### src/rtl/mmio_uart_tx.sv
`default_nettype none
// ============================================================================
// Module   : mmio_uart_tx
// Purpose  : Memory-mapped 8N1 UART transmitter on the CPU data bus. Stores
//            to TXDATA are queued in a small circular FIFO and serialised
//            LSB first on tx. The bus side uses the memory controller's
//            start/active/done handshake with a fixed two-cycle latency.
//
// Register window (offset from BASE_ADDRESS):
//   +0 TXDATA  W: push write_data[7:0]              R: 0
//   +4 STATUS  R: {overflow, busy, empty, full}     W: bit3=1 clears overflow
//   +8 DIVISOR R/W [15:0]; bit time = DIVISOR+1 clocks
//
// Ports:
//   clk, rst         system clock / asynchronous active-high reset
//   start            one-cycle access request (sampled while idle only)
//   address          byte address of the access
//   write_enable     1 = store, 0 = load
//   mode             func3 of the access (not needed by this block)
//   write_data       store data
//   read_data        load result, held until the next accepted access
//   done             one-cycle completion pulse
//   active           access in progress
//   illegal_address  pulses with done on a misaligned/out-of-window address
//   tx               serial output, idle high
//
// Revision : 1.0 - initial release
// ============================================================================
module mmio_uart_tx #(
  parameter logic [31:0] BASE_ADDRESS    = 32'h0001_0000,
  parameter int          FIFO_DEPTH      = 4,
  parameter logic [15:0] DEFAULT_DIVISOR = 16'd433
) (
  input  logic        clk,
  input  logic        rst,
  input  logic        start,
  input  logic [31:0] address,
  input  logic        write_enable,
  input  logic [2:0]  mode,
  input  logic [31:0] write_data,
  output logic [31:0] read_data,
  output logic        done,
  output logic        active,
  output logic        illegal_address,
  output logic        tx
);

  localparam int c_aw = $clog2(FIFO_DEPTH);

  localparam logic [1:0] c_st_idle  = 2'd0;
  localparam logic [1:0] c_st_start = 2'd1;
  localparam logic [1:0] c_st_data  = 2'd2;
  localparam logic [1:0] c_st_stop  = 2'd3;

  localparam logic [31:0] c_off_txdata  = 32'd0;
  localparam logic [31:0] c_off_status  = 32'd4;
  localparam logic [31:0] c_off_divisor = 32'd8;

  localparam logic [c_aw:0] c_ptr_one = {{c_aw{1'b0}}, 1'b1};

  // --------------------------------------------------------------------------
  // Bus handshake registers
  // --------------------------------------------------------------------------
  logic        r_active;
  logic        r_done;
  logic        r_illegal;
  logic [31:0] r_read_data;
  logic [31:0] r_addr;
  logic        r_we;
  logic [15:0] r_wdata;

  logic        w_accept;
  logic [31:0] w_offset;
  logic        w_illegal;
  logic        w_wr_txdata;
  logic        w_wr_status;
  logic        w_wr_divisor;
  logic [31:0] w_rdata;

  // --------------------------------------------------------------------------
  // FIFO, control registers and transmitter state
  // --------------------------------------------------------------------------
  logic [7:0]    r_mem [FIFO_DEPTH];
  logic [c_aw:0] r_wr_ptr;
  logic [c_aw:0] r_rd_ptr;
  logic          r_overflow;
  logic [15:0]   r_divisor;

  logic          w_full;
  logic          w_empty;
  logic          w_pop;
  logic [c_aw-1:0] w_wr_idx;
  logic [c_aw-1:0] w_rd_idx;

  logic [1:0]    r_state;
  logic [1:0]    w_state_next;
  logic [7:0]    r_shift;
  logic [15:0]   r_timer;
  logic [15:0]   r_reload;
  logic [2:0]    r_bit_cnt;
  logic          w_bit_end;
  logic          w_tx;
  logic          w_busy;

  // Inputs with no function in this block; reduced so they stay visibly tied off.
  logic w_unused_ok;
  assign w_unused_ok = ^{mode, write_data[31:16]};

  // A request is only taken when neither the commit cycle nor the done cycle
  // of a previous access is in progress.
  assign w_accept = start & ~r_active & ~r_done;

  always_ff @(posedge clk or posedge rst) begin
    if (rst) begin
      r_active    <= 1'b0;
      r_done      <= 1'b0;
      r_illegal   <= 1'b0;
      r_read_data <= 32'd0;
      r_addr      <= 32'd0;
      r_we        <= 1'b0;
      r_wdata     <= 16'd0;
    end else begin
      // active is exactly one cycle, so done and illegal follow it directly.
      r_active  <= w_accept;
      r_done    <= r_active;
      r_illegal <= r_active & w_illegal;
      if (w_accept) begin
        r_addr  <= address;
        r_we    <= write_enable;
        r_wdata <= write_data[15:0];
      end
      if (r_active) begin
        r_read_data <= w_rdata;
      end
    end
  end

  assign active          = r_active;
  assign done            = r_done;
  assign illegal_address = r_illegal;
  assign read_data       = r_read_data;

  // --------------------------------------------------------------------------
  // Address decode for the commit cycle. Addresses below the base wrap to a
  // large offset and are therefore rejected by the same range compare.
  // --------------------------------------------------------------------------
  assign w_offset  = r_addr - BASE_ADDRESS;
  assign w_illegal = (r_addr[1:0] != 2'b00) || (w_offset > c_off_divisor);

  assign w_wr_txdata  = r_active & r_we & ~w_illegal & (w_offset == c_off_txdata);
  assign w_wr_status  = r_active & r_we & ~w_illegal & (w_offset == c_off_status);
  assign w_wr_divisor = r_active & r_we & ~w_illegal & (w_offset == c_off_divisor);

  // Read mux; writes and illegal accesses return zero.
  always_comb begin
    w_rdata = 32'd0;
    if (!r_we && !w_illegal) begin
      if (w_offset == c_off_status) begin
        w_rdata = {28'd0, r_overflow, w_busy, w_empty, w_full};
      end else if (w_offset == c_off_divisor) begin
        w_rdata = {16'd0, r_divisor};
      end
    end
  end

  // --------------------------------------------------------------------------
  // TX FIFO: pointers carry one extra wrap bit to tell full from empty.
  // --------------------------------------------------------------------------
  assign w_wr_idx = r_wr_ptr[c_aw-1:0];
  assign w_rd_idx = r_rd_ptr[c_aw-1:0];
  assign w_empty  = (r_wr_ptr == r_rd_ptr);
  assign w_full   = (r_wr_ptr[c_aw] != r_rd_ptr[c_aw]) && (w_wr_idx == w_rd_idx);

  // Full/empty come from registered pointers, so a pop in the same cycle
  // never makes room for a push, and a freshly pushed byte pops next cycle.
  always_ff @(posedge clk or posedge rst) begin
    if (rst) begin
      r_wr_ptr   <= '0;
      r_rd_ptr   <= '0;
      r_overflow <= 1'b0;
      r_divisor  <= DEFAULT_DIVISOR;
    end else begin
      if (w_wr_txdata) begin
        if (w_full) begin
          r_overflow <= 1'b1;
        end else begin
          r_wr_ptr <= r_wr_ptr + c_ptr_one;
        end
      end
      if (w_pop) begin
        r_rd_ptr <= r_rd_ptr + c_ptr_one;
      end
      if (w_wr_status && r_wdata[3]) begin
        r_overflow <= 1'b0;
      end
      if (w_wr_divisor) begin
        r_divisor <= r_wdata[15:0];
      end
    end
  end

  // Storage needs no reset; the pointers define which entries are valid.
  always_ff @(posedge clk) begin
    if (w_wr_txdata && !w_full) begin
      r_mem[w_wr_idx] <= r_wdata[7:0];
    end
  end

  // --------------------------------------------------------------------------
  // Transmitter FSM
  // --------------------------------------------------------------------------
  assign w_pop     = (r_state == c_st_idle) & ~w_empty;
  assign w_bit_end = (r_timer == 16'd0);

  always_ff @(posedge clk or posedge rst) begin
    if (rst) begin
      r_state <= c_st_idle;
    end else begin
      r_state <= w_state_next;
    end
  end

  always_comb begin
    w_state_next = r_state;
    case (r_state)
      c_st_idle: begin
        if (!w_empty) begin
          w_state_next = c_st_start;
        end
      end
      c_st_start: begin
        if (w_bit_end) begin
          w_state_next = c_st_data;
        end
      end
      c_st_data: begin
        if (w_bit_end && (r_bit_cnt == 3'd7)) begin
          w_state_next = c_st_stop;
        end
      end
      c_st_stop: begin
        if (w_bit_end) begin
          w_state_next = c_st_idle;
        end
      end
      default: w_state_next = c_st_idle;
    endcase
  end

  always_comb begin
    w_tx   = 1'b1;
    w_busy = 1'b1;
    case (r_state)
      c_st_idle:  w_busy = 1'b0;
      c_st_start: w_tx   = 1'b0;
      c_st_data:  w_tx   = r_shift[0];
      default:    w_tx   = 1'b1;
    endcase
  end

  assign tx = w_tx;

  // Bit timer counts DIVISOR..0, giving DIVISOR+1 clocks per bit. The divisor
  // is copied into r_reload at frame start so a mid-frame DIVISOR write only
  // affects the next frame.
  always_ff @(posedge clk or posedge rst) begin
    if (rst) begin
      r_shift   <= 8'd0;
      r_timer   <= 16'd0;
      r_reload  <= 16'd0;
      r_bit_cnt <= 3'd0;
    end else if (w_pop) begin
      r_shift   <= r_mem[w_rd_idx];
      r_timer   <= r_divisor;
      r_reload  <= r_divisor;
      r_bit_cnt <= 3'd0;
    end else if (r_state != c_st_idle) begin
      if (w_bit_end) begin
        r_timer <= r_reload;
        if (r_state == c_st_data) begin
          r_shift   <= {1'b0, r_shift[7:1]};
          r_bit_cnt <= r_bit_cnt + 3'd1;
        end
      end else begin
        r_timer <= r_timer - 16'd1;
      end
    end
  end

endmodule
`default_nettype wire
### config.mk
export PLATFORM = sky130hd
export DESIGN_NAME = mmio_uart_tx
export DESIGN_NICKNAME = d
export VERILOG_FILES = /design/src/rtl/mmio_uart_tx.sv
export SDC_FILE = /design/constraint.sdc
export NUM_CORES = 1
export LEC_CHECK = 0
export BUFFER_PORTS_ARGS = -buffer_cell sky130_fd_sc_hd__buf_2
export CAP_MARGIN = 20
export CORE_AREA = 8 8 174 176
export DETAILED_ROUTE_END_ITERATION = 8
export DIE_AREA = 0 0 182 184
export PLACE_DENSITY = 0.42
export SYNTH_ARGS = -nofsm -noshare
export SYNTH_HDL_FRONTEND = slang
export SYNTH_SLANG_ARGS = --single-unit
### constraint.sdc
create_clock -name clk -period 6.54 [get_ports clk]
set_clock_uncertainty 0.1 [all_clocks]
set_input_delay 1.308 -clock clk [delete_from_list [all_inputs] [get_ports clk]]
set_output_delay 1.308 -clock clk [all_outputs]
set_load 0.01 [all_outputs]
==> summary.md, run 1 <==
| Metric | Value |
|---|---|
| Post-route DRC | 0 |
| Antenna Cells | 0 |
| Post-Synth XOR/XNOR Area | 0.0241 |
| Reg-to-Reg End | r_mem[0][0] |
| Hold buffers post-CTS | 0 |
| Post-CTS setup buffers | 0 |
| RSZ-0062 raised after global routing | false |
| Clock latency on the worst-skew pair | 0.42 ns |
| Hold Crit Depth | 2 |
| CTS Buffer Depth | 2 |
| Final min period | 3.06 ns |
| Post-detail-place hpwl | 12100 um |
| Ranking of synthesized cells by area | dfrtp_1 43%, edfxtp_1 13%, mux2_2 7.5% |
| Yosys cell types | 63 |
| Cell taking the most area after synthesis | dfrtp_1 |
| Io pins | 107 |
| Reg power frac | 0.422 |
| Critical hold path startpoint | r_reload[9] |
| MaxCap Viol Count | 0 |
| Max transition margin | 0.312 |
| Area after DPL | 8250 um2 |
| Grt ovf | 0 |
| Row count | 61 |
| CP max-delay cell | dfrtp_1 |
| Met1 usage | 0.133 |
| Vias in the first global route | 4944 |
| Vias/cell | 4.65 |
| Pre-antenna DRT Iters | 4 |
| Ys flop type | dfrtp_1 |
| Remaining antenna violation count | 0 |
| Number of synthesized flops with an enable pin | 32 |
| Leak pwr | 3.84 nW |
| Startpoint Class | flip-flop |
| Port buffer count | 71 |
| Post-Route Setup TNS | 0 ns |
| Slew @ Worst Pin | 1.03 ns |
| WHS | 0.371 ns |
| Die height | 184 um |
| # H-tree levels | 4 |
| CTS tree | done |
| Synth async-reset ratio | 0.810 |
| Required @ worst endpoint | 5.13 ns |
| Met3 Track Usage GR | 0.0379 |
| Core area | 27500 um2 |
| Post-Synth Simple-Gate Area | 0.113 |
| Critical path cell sequence | inv_1 -> ha_1 -> inv_1 -> nor2_1 -> a21oi_1 -> buf_2 |
| Pint | 2.26 mW |
| Die area | 33500 um2 |
| Worst path most repeated cell | inv_1 |
| Worst IR drop on VDD | 0.190 mV |
| Power density over the cells | 381 nW/um2 |
| Hold Violations, Final | 0 |
| Fmax | 327 MHz |
| Hold Path Class | flip-flop to flip-flop |
| Cell area after synthesis | 7620 um2 |
| Die width | 182 um |
| Slowest stage delay, CP | 0.40 ns |
| Logic pwr share | 0.266 |
| Crit Path Max Fanout | 6 |
| WP buf/inv | 3 |
| Share of cells above drive strength 1 | 0.298 |
| First-pass GRT wire length | 28200 um |
| Clk root buf | clkbuf_16 |
| Worst hold endpoint | r_reload[9] |
| Post-synthesis sequential area ratio | 0.574 |
| Tot GR Track Use | 0.108 |
| Critical path type | flip-flop to output pin |
| Post-synthesis mux area share | 0.143 |
| Final instance area | 8870 um2 |
| Synth warn | 0 |
| Compound-Gate Fraction of Synth Area | 0.0805 |
| GPL Wtd Cong | 0.735 |
| Sw frac | 0.332 |
| Synthesized netlist cell count | 583 |
| Top Usage Layer GRT | met2 |
| Post-Synth Adder-Cell Area | 0.0213 |
| Crit path arrival time | 1.65 ns |
| Reg2reg start | r_rd_ptr[0] |
| Pins Over Slew Limit | 0 |
| Largest net degree at the start of global routing | 81 |
| Sw Pwr | 1.12 mW |
| CTS Buf Count | 17 |
| Fin crit share | 0.467 |
| Family with the most delay on the worst path | buffers and inverters |
| Clock sink count | 168 |
| R2r setup slk | 3.82 ns |
| Avg WL per Cell | 17.4 um |
| Area Growth Syn to Fin | 16.5% |
| Synth top area share | 0.430 |
| Status | complete, no violations |
| Vias | 4703 |
| Total placed cells including tap cells | 979 |
| Main combinational cell family by area after synthesis | multiplexers |
| Reg2Reg Depth | 4 |
| Register bit count reported by yosys | 168 |
| Initial antenna violation count | 0 |
| Synth Area per Inst | 13.1 um2 |
| Iter 0 DRT Violations | 238 |
| Fin cells | 1011 |
| Worst-path clk slew | 0.07 ns |
| Grt met2 use | 0.176 |
| Clock network power share | 0.313 |
| Final-stage net count | 736 |
| Final wirelength | 17600 um |
| Post-CTS resize count | 0 |
| Starting Density | 0.277 |
| Endpoints failing setup | 0 |
| Critical path endpoint category | output pin |
## metal layers
| metal | share of wire | vias to the layer above |
|---|---|---|
| met2 | 0.48 | 100 |
| met1 | 0.45 | 2387 |
| met3 | 0.062 | 13 |
| met5 | 0 | - |
| met4 | 0.011 | 0 |
| li1 | - | 2203 |
## stage by stage
| step | setup slack (ns) | utilization | power [mW] |
|---|---|---|---|
| floorplan | 1.50 | - | 2.14 |
| global placement | 3.63 | 0.300 | 2.33 |
| detailed placement | 3.58 | 0.300 | 2.37 |
| CTS | 3.42 | 0.323 | 3.44 |
| global route | 3.35 | 0.323 | 3.59 |
| finish | 3.48 | 0.323 | 3.38 |
## flip-flops by register name, summed over array words and instances (netlist names)
| signal | cells |
|---|---|
| r_rd_ptr | 3 |
| r_mem | 32 |
| r_bit_cnt | 3 |
| r_we | 1 |
| illegal_address | 1 |
| r_wr_ptr | 3 |
| active | 1 |
| r_overflow | 1 |
| done | 1 |
| read_data | 16 |
| r_reload | 16 |
| r_addr | 32 |
| r_state | 2 |
| r_divisor | 16 |
| r_timer | 16 |
| r_shift | 8 |
| r_wdata | 16 |
## power by group through the flow
| stage | Combinational, mW | Sequential [mW] | Clock (mW) |
|---|---|---|---|
| 3_5_place_dp | 0.911 | 1.45 | 0 |
| 3_3_place_gp | 0.887 | 1.44 | 0 |
| 2_1_floorplan | 0.770 | 1.37 | 0 |
| 4_1_cts | 0.913 | 1.43 | 1.09 |
| 5_1_grt | 1.00 | 1.46 | 1.13 |
| 6_report | 0.898 | 1.43 | 1.06 |
## final cells by class
class | count | area (um2)
clock buffer | 19 | 454
clock inverter | 13 | 166
fill | 2735 | 18600
inverter | 18 | 72.6
multi-input combinational | 370 | 2980
sequential | 168 | 4370
tap | 346 | 433
timing repair buffer | 77 | 400
## worst register-to-register path, stage by stage (launching register included)
cell and delay, ns:
dfrtp_1 0.83, xor2_4 0.30, nor2_2 0.09, a2111oi_4 0.53, and2_1 0.51
## cell usage after synthesis, types with 9 or more instances
cell and count:
xnor2_1 11, mux2_1 17, clkbuf_1 13, o21ai_0 10, buf_4 18, edfxtp_1 32, mux2_2 51, nand2_1 75
a22o_1 18, nor2_1 20, o21ai_1 10, ha_1 13, dfrtp_1 131, mux2i_1 13, nand3_1 9, inv_1 18
## layout by cell type, fill, tap and decap left out, drive strengths merged, types with 4 or more instances in the layout
cell    instances
a211o           5
a21oi           6
a22o           18
a31oi           8
and2            5
buf            77
clkbuf         19
clkinv          5
conb           16
dfrtp         131
dfstp           5
edfxtp         32
ha             13
inv            22
mux2           68
mux2i          13
mux4            8
nand2          75
nand3           9
nand4           5
nor2           23
nor3            9
nor4           11
o21ai          20
o22ai           6
xnor2          11
xor2            4
## cell families after synthesis
logic type,count (synthesis)
compound gates,80
mux,89
other cells,1
simple gates,157
buf+inv,60
xor+xnor,15
fa+ha+maj,13
flops,168
## worst max path at each step
stage | slack, ns | end | cells after the start | startpoint
3_5_place_dp | 3.58 | r_timer[12] | 3 | rst
4_1_cts | 3.42 | tx | 6 | r_state[0]
2_1_floorplan | 1.50 | active | 1 | rst
6_report | 3.48 | tx | 6 | r_state[0]
3_3_place_gp | 3.63 | r_divisor[14] | 3 | rst
5_1_grt | 3.35 | tx | 6 | r_state[0]
No activity file was read; power rests on OpenSTA's default activity.
==> run 2, diff against run 1 <==
--- a/config.mk
+++ b/config.mk
@@ -10,7 +10,7 @@
 export CORE_AREA = 8 8 174 176
 export DETAILED_ROUTE_END_ITERATION = 8
 export DIE_AREA = 0 0 182 184
-export PLACE_DENSITY = 0.42
+export PLACE_DENSITY = 0.43
 export SYNTH_ARGS = -nofsm -noshare
 export SYNTH_HDL_FRONTEND = slang
 export SYNTH_SLANG_ARGS = --single-unit
==> constraint.sdc (replaced) <==
create_clock -name clk -period 2.8 [get_ports clk]
set_clock_uncertainty 0.1 [all_clocks]
set_input_delay 0.56 -clock clk [delete_from_list [all_inputs] [get_ports clk]]
set_output_delay 0.56 -clock clk [all_outputs]
set_load 0.01 [all_outputs]
==> run 2 against run 1 <==
Hold slack got worse by 0.30 ns. Die area stayed put. Critical path type is now flip-flop to flip-flop. Largest cell class unchanged. Critical endpoint is now r_mem[2][1]. Register-to-register slack worse by 3.5 ns. Largest power group unchanged. Cell count is 2.2% higher. Highest routed layer unchanged.
==> summary.md, run 2 (synthesized netlist as in run 1, its figures left out) <==
| Metric | Value |
|---|---|
| Worst-path clk slew | 0.07 ns |
| Core area | 27500 um2 |
| CTS Buf Count | 17 |
| Family with the most delay on the worst path | simple AND/OR/NAND/NOR gates |
| Filler cells | 2749 |
| Post-route DRC | 0 |
| Reg2reg start | r_addr[20] |
| Die width | 182 um |
| Required @ worst endpoint | 2.77 ns |
| Die area | 33500 um2 |
| Critical path endpoint category | flip-flop |
| Endpoints failing setup | 0 |
| Worst IR drop on VDD | 0.414 mV |
| Critical path type | flip-flop to flip-flop |
| Avg WL per Cell | 16.8 um |
| Area Growth Syn to Fin | 18.6% |
| Final Worst Setup Slack | 0.353 ns |
| CTS tree | done |
| Crit. Startpoint | r_addr[20] |
| Share of cells above drive strength 1 | 0.322 |
| Largest regs | r_addr: 32 flops, r_mem: 32 flops |
| Crit path arrival time | 2.41 ns |
| Crit Path Max Fanout | 8 |
| Vias/cell | 4.60 |
| Slowest stage delay, CP | 0.48 ns |
| Fin crit share | 0.874 |
| Clock sink count | 168 |
| Post-CTS setup buffers | 0 |
| WP buf/inv | 0 |
| Startpoint Class | flip-flop |
| Hold Path Class | primary input to asynchronous set/reset pin |
| # H-tree levels | 4 |
| Max transition margin | 0.596 |
| Post-CTS resize count | 0 |
| Post-detail-place hpwl | 12900 um |
| CTS Buffer Depth | 2 |
| Hold Violations, Final | 0 |
| Most frequent cells in the layout | 131 x dfrtp_1, 75 x nand2_1, 71 x buf_2 |
| Final-stage net count | 758 |
| RSZ-0062 raised after global routing | false |
| Clock latency on the worst-skew pair | 0.42 ns |
| Vias in the first global route | 5098 |
| Area after DPL | 8460 um2 |
| Initial antenna violation count | 0 |
| Post-Route Setup TNS | 0 ns |
| Tot GR Track Use | 0.108 |
| Final min period | 2.45 ns |
| Pins Over Slew Limit | 0 |
| Largest net degree at the start of global routing | 51 |
| Final instance area | 9030 um2 |
| Die height | 184 um |
| MaxCap Viol Count | 0 |
| Pre-antenna DRT Iters | 4 |
| R2r setup slk | 0.35 ns |
| First-pass GRT wire length | 28600 um |
| Iter 0 DRT Violations | 264 |
| Row count | 61 |
| Vias | 4756 |
| Worst slack at placement | 0.276 ns |
| Status | complete, no violations |
| Fmax | 409 MHz |
| Grt ovf | 0 |
| Slew @ Worst Pin | 0.605 ns |
| Final wirelength | 17300 um |
| Hold buffers post-CTS | 0 |
| Antenna Cells | 0 |
| Most common cell after layout, fill and taps aside | dfrtp_1 |
| Clk root buf | clkbuf_16 |
| Starting Density | 0.277 |
| GPL Wtd Cong | 0.758 |
| CP max-delay cell | and2_1 |
| Io pins | 107 |
| Port buffer count | 71 |
| Critical path cell sequence | nor4_2 -> nand4_2 -> a2111oi_4 -> and2_1 |
| Leak pwr | 3.93 nW |
| Remaining antenna violation count | 0 |
| Power density over the cells | 867 nW/um2 |
## run 2: cell type report
cell class / instances / area, um2 / area share
repair buffers: 99 / 603 / 0.0667
clock inverters: 15 / 154 / 0.0170
flip-flops and latches: 168 / 4370 / 0.484
clock buffers: 17 / 425 / 0.0471
inverters: 18 / 71.3 / 0.00789
well taps: 346 / 433 / 0.0479
multi-input cells: 370 / 2980 / 0.330
## run 2: routing by layer
layer | part of all wire | wire length [um] | up-vias | global-route usage
met3 | 0.059 | 1030 | 19 | 0.0334
li1 | - | - | 2244 | -
met5 | 0 | 0 | - | 0
met2 | 0.47 | 8220 | 113 | 0.176
met1 | 0.45 | 7880 | 2380 | 0.134
met4 | 0.013 | 228 | 0 | 0.0380
## run 2: worst register-to-register path: stages (launching register included)
cell and delay (ns):
dfrtp_1 0.40, nor4_2 0.36, nand4_2 0.29, a2111oi_4 0.47
and2_1 0.48
## run 2: path summary, 6_finish.rpt
check,to,depth (start not counted)
max reg2reg,r_mem[2][1],4
max,r_mem[2][1],4
max in group asynchronous,r_state[0],4
min,r_addr[24],2
min reg2reg,r_reload[9],2
min in group clk,r_wdata[6],2
## run 2: power by group
group          internal [mW]  switching, mW  total (mW)  leakage (nW)
clock network           1.19           1.08        2.26         0.278
registers               2.89          0.390        3.28          2.00
logic                   1.04           1.25        2.29          1.65
total                   5.12           2.72        7.83          3.93
## run 2: metrics by stage
stage	utilization	hold WS (ns)	instances	total power [mW]
6_report	0.329	0.0731	1033	7.83
5_1_grt	0.329	0.0826	1033	8.35
4_1_cts	0.329	0.0601	1033	7.95
3_5_place_dp	0.308	0.360	1001	5.64
3_3_place_gp	0.308	0.361	1001	5.58
2_1_floorplan	-	0.340	598	5.00
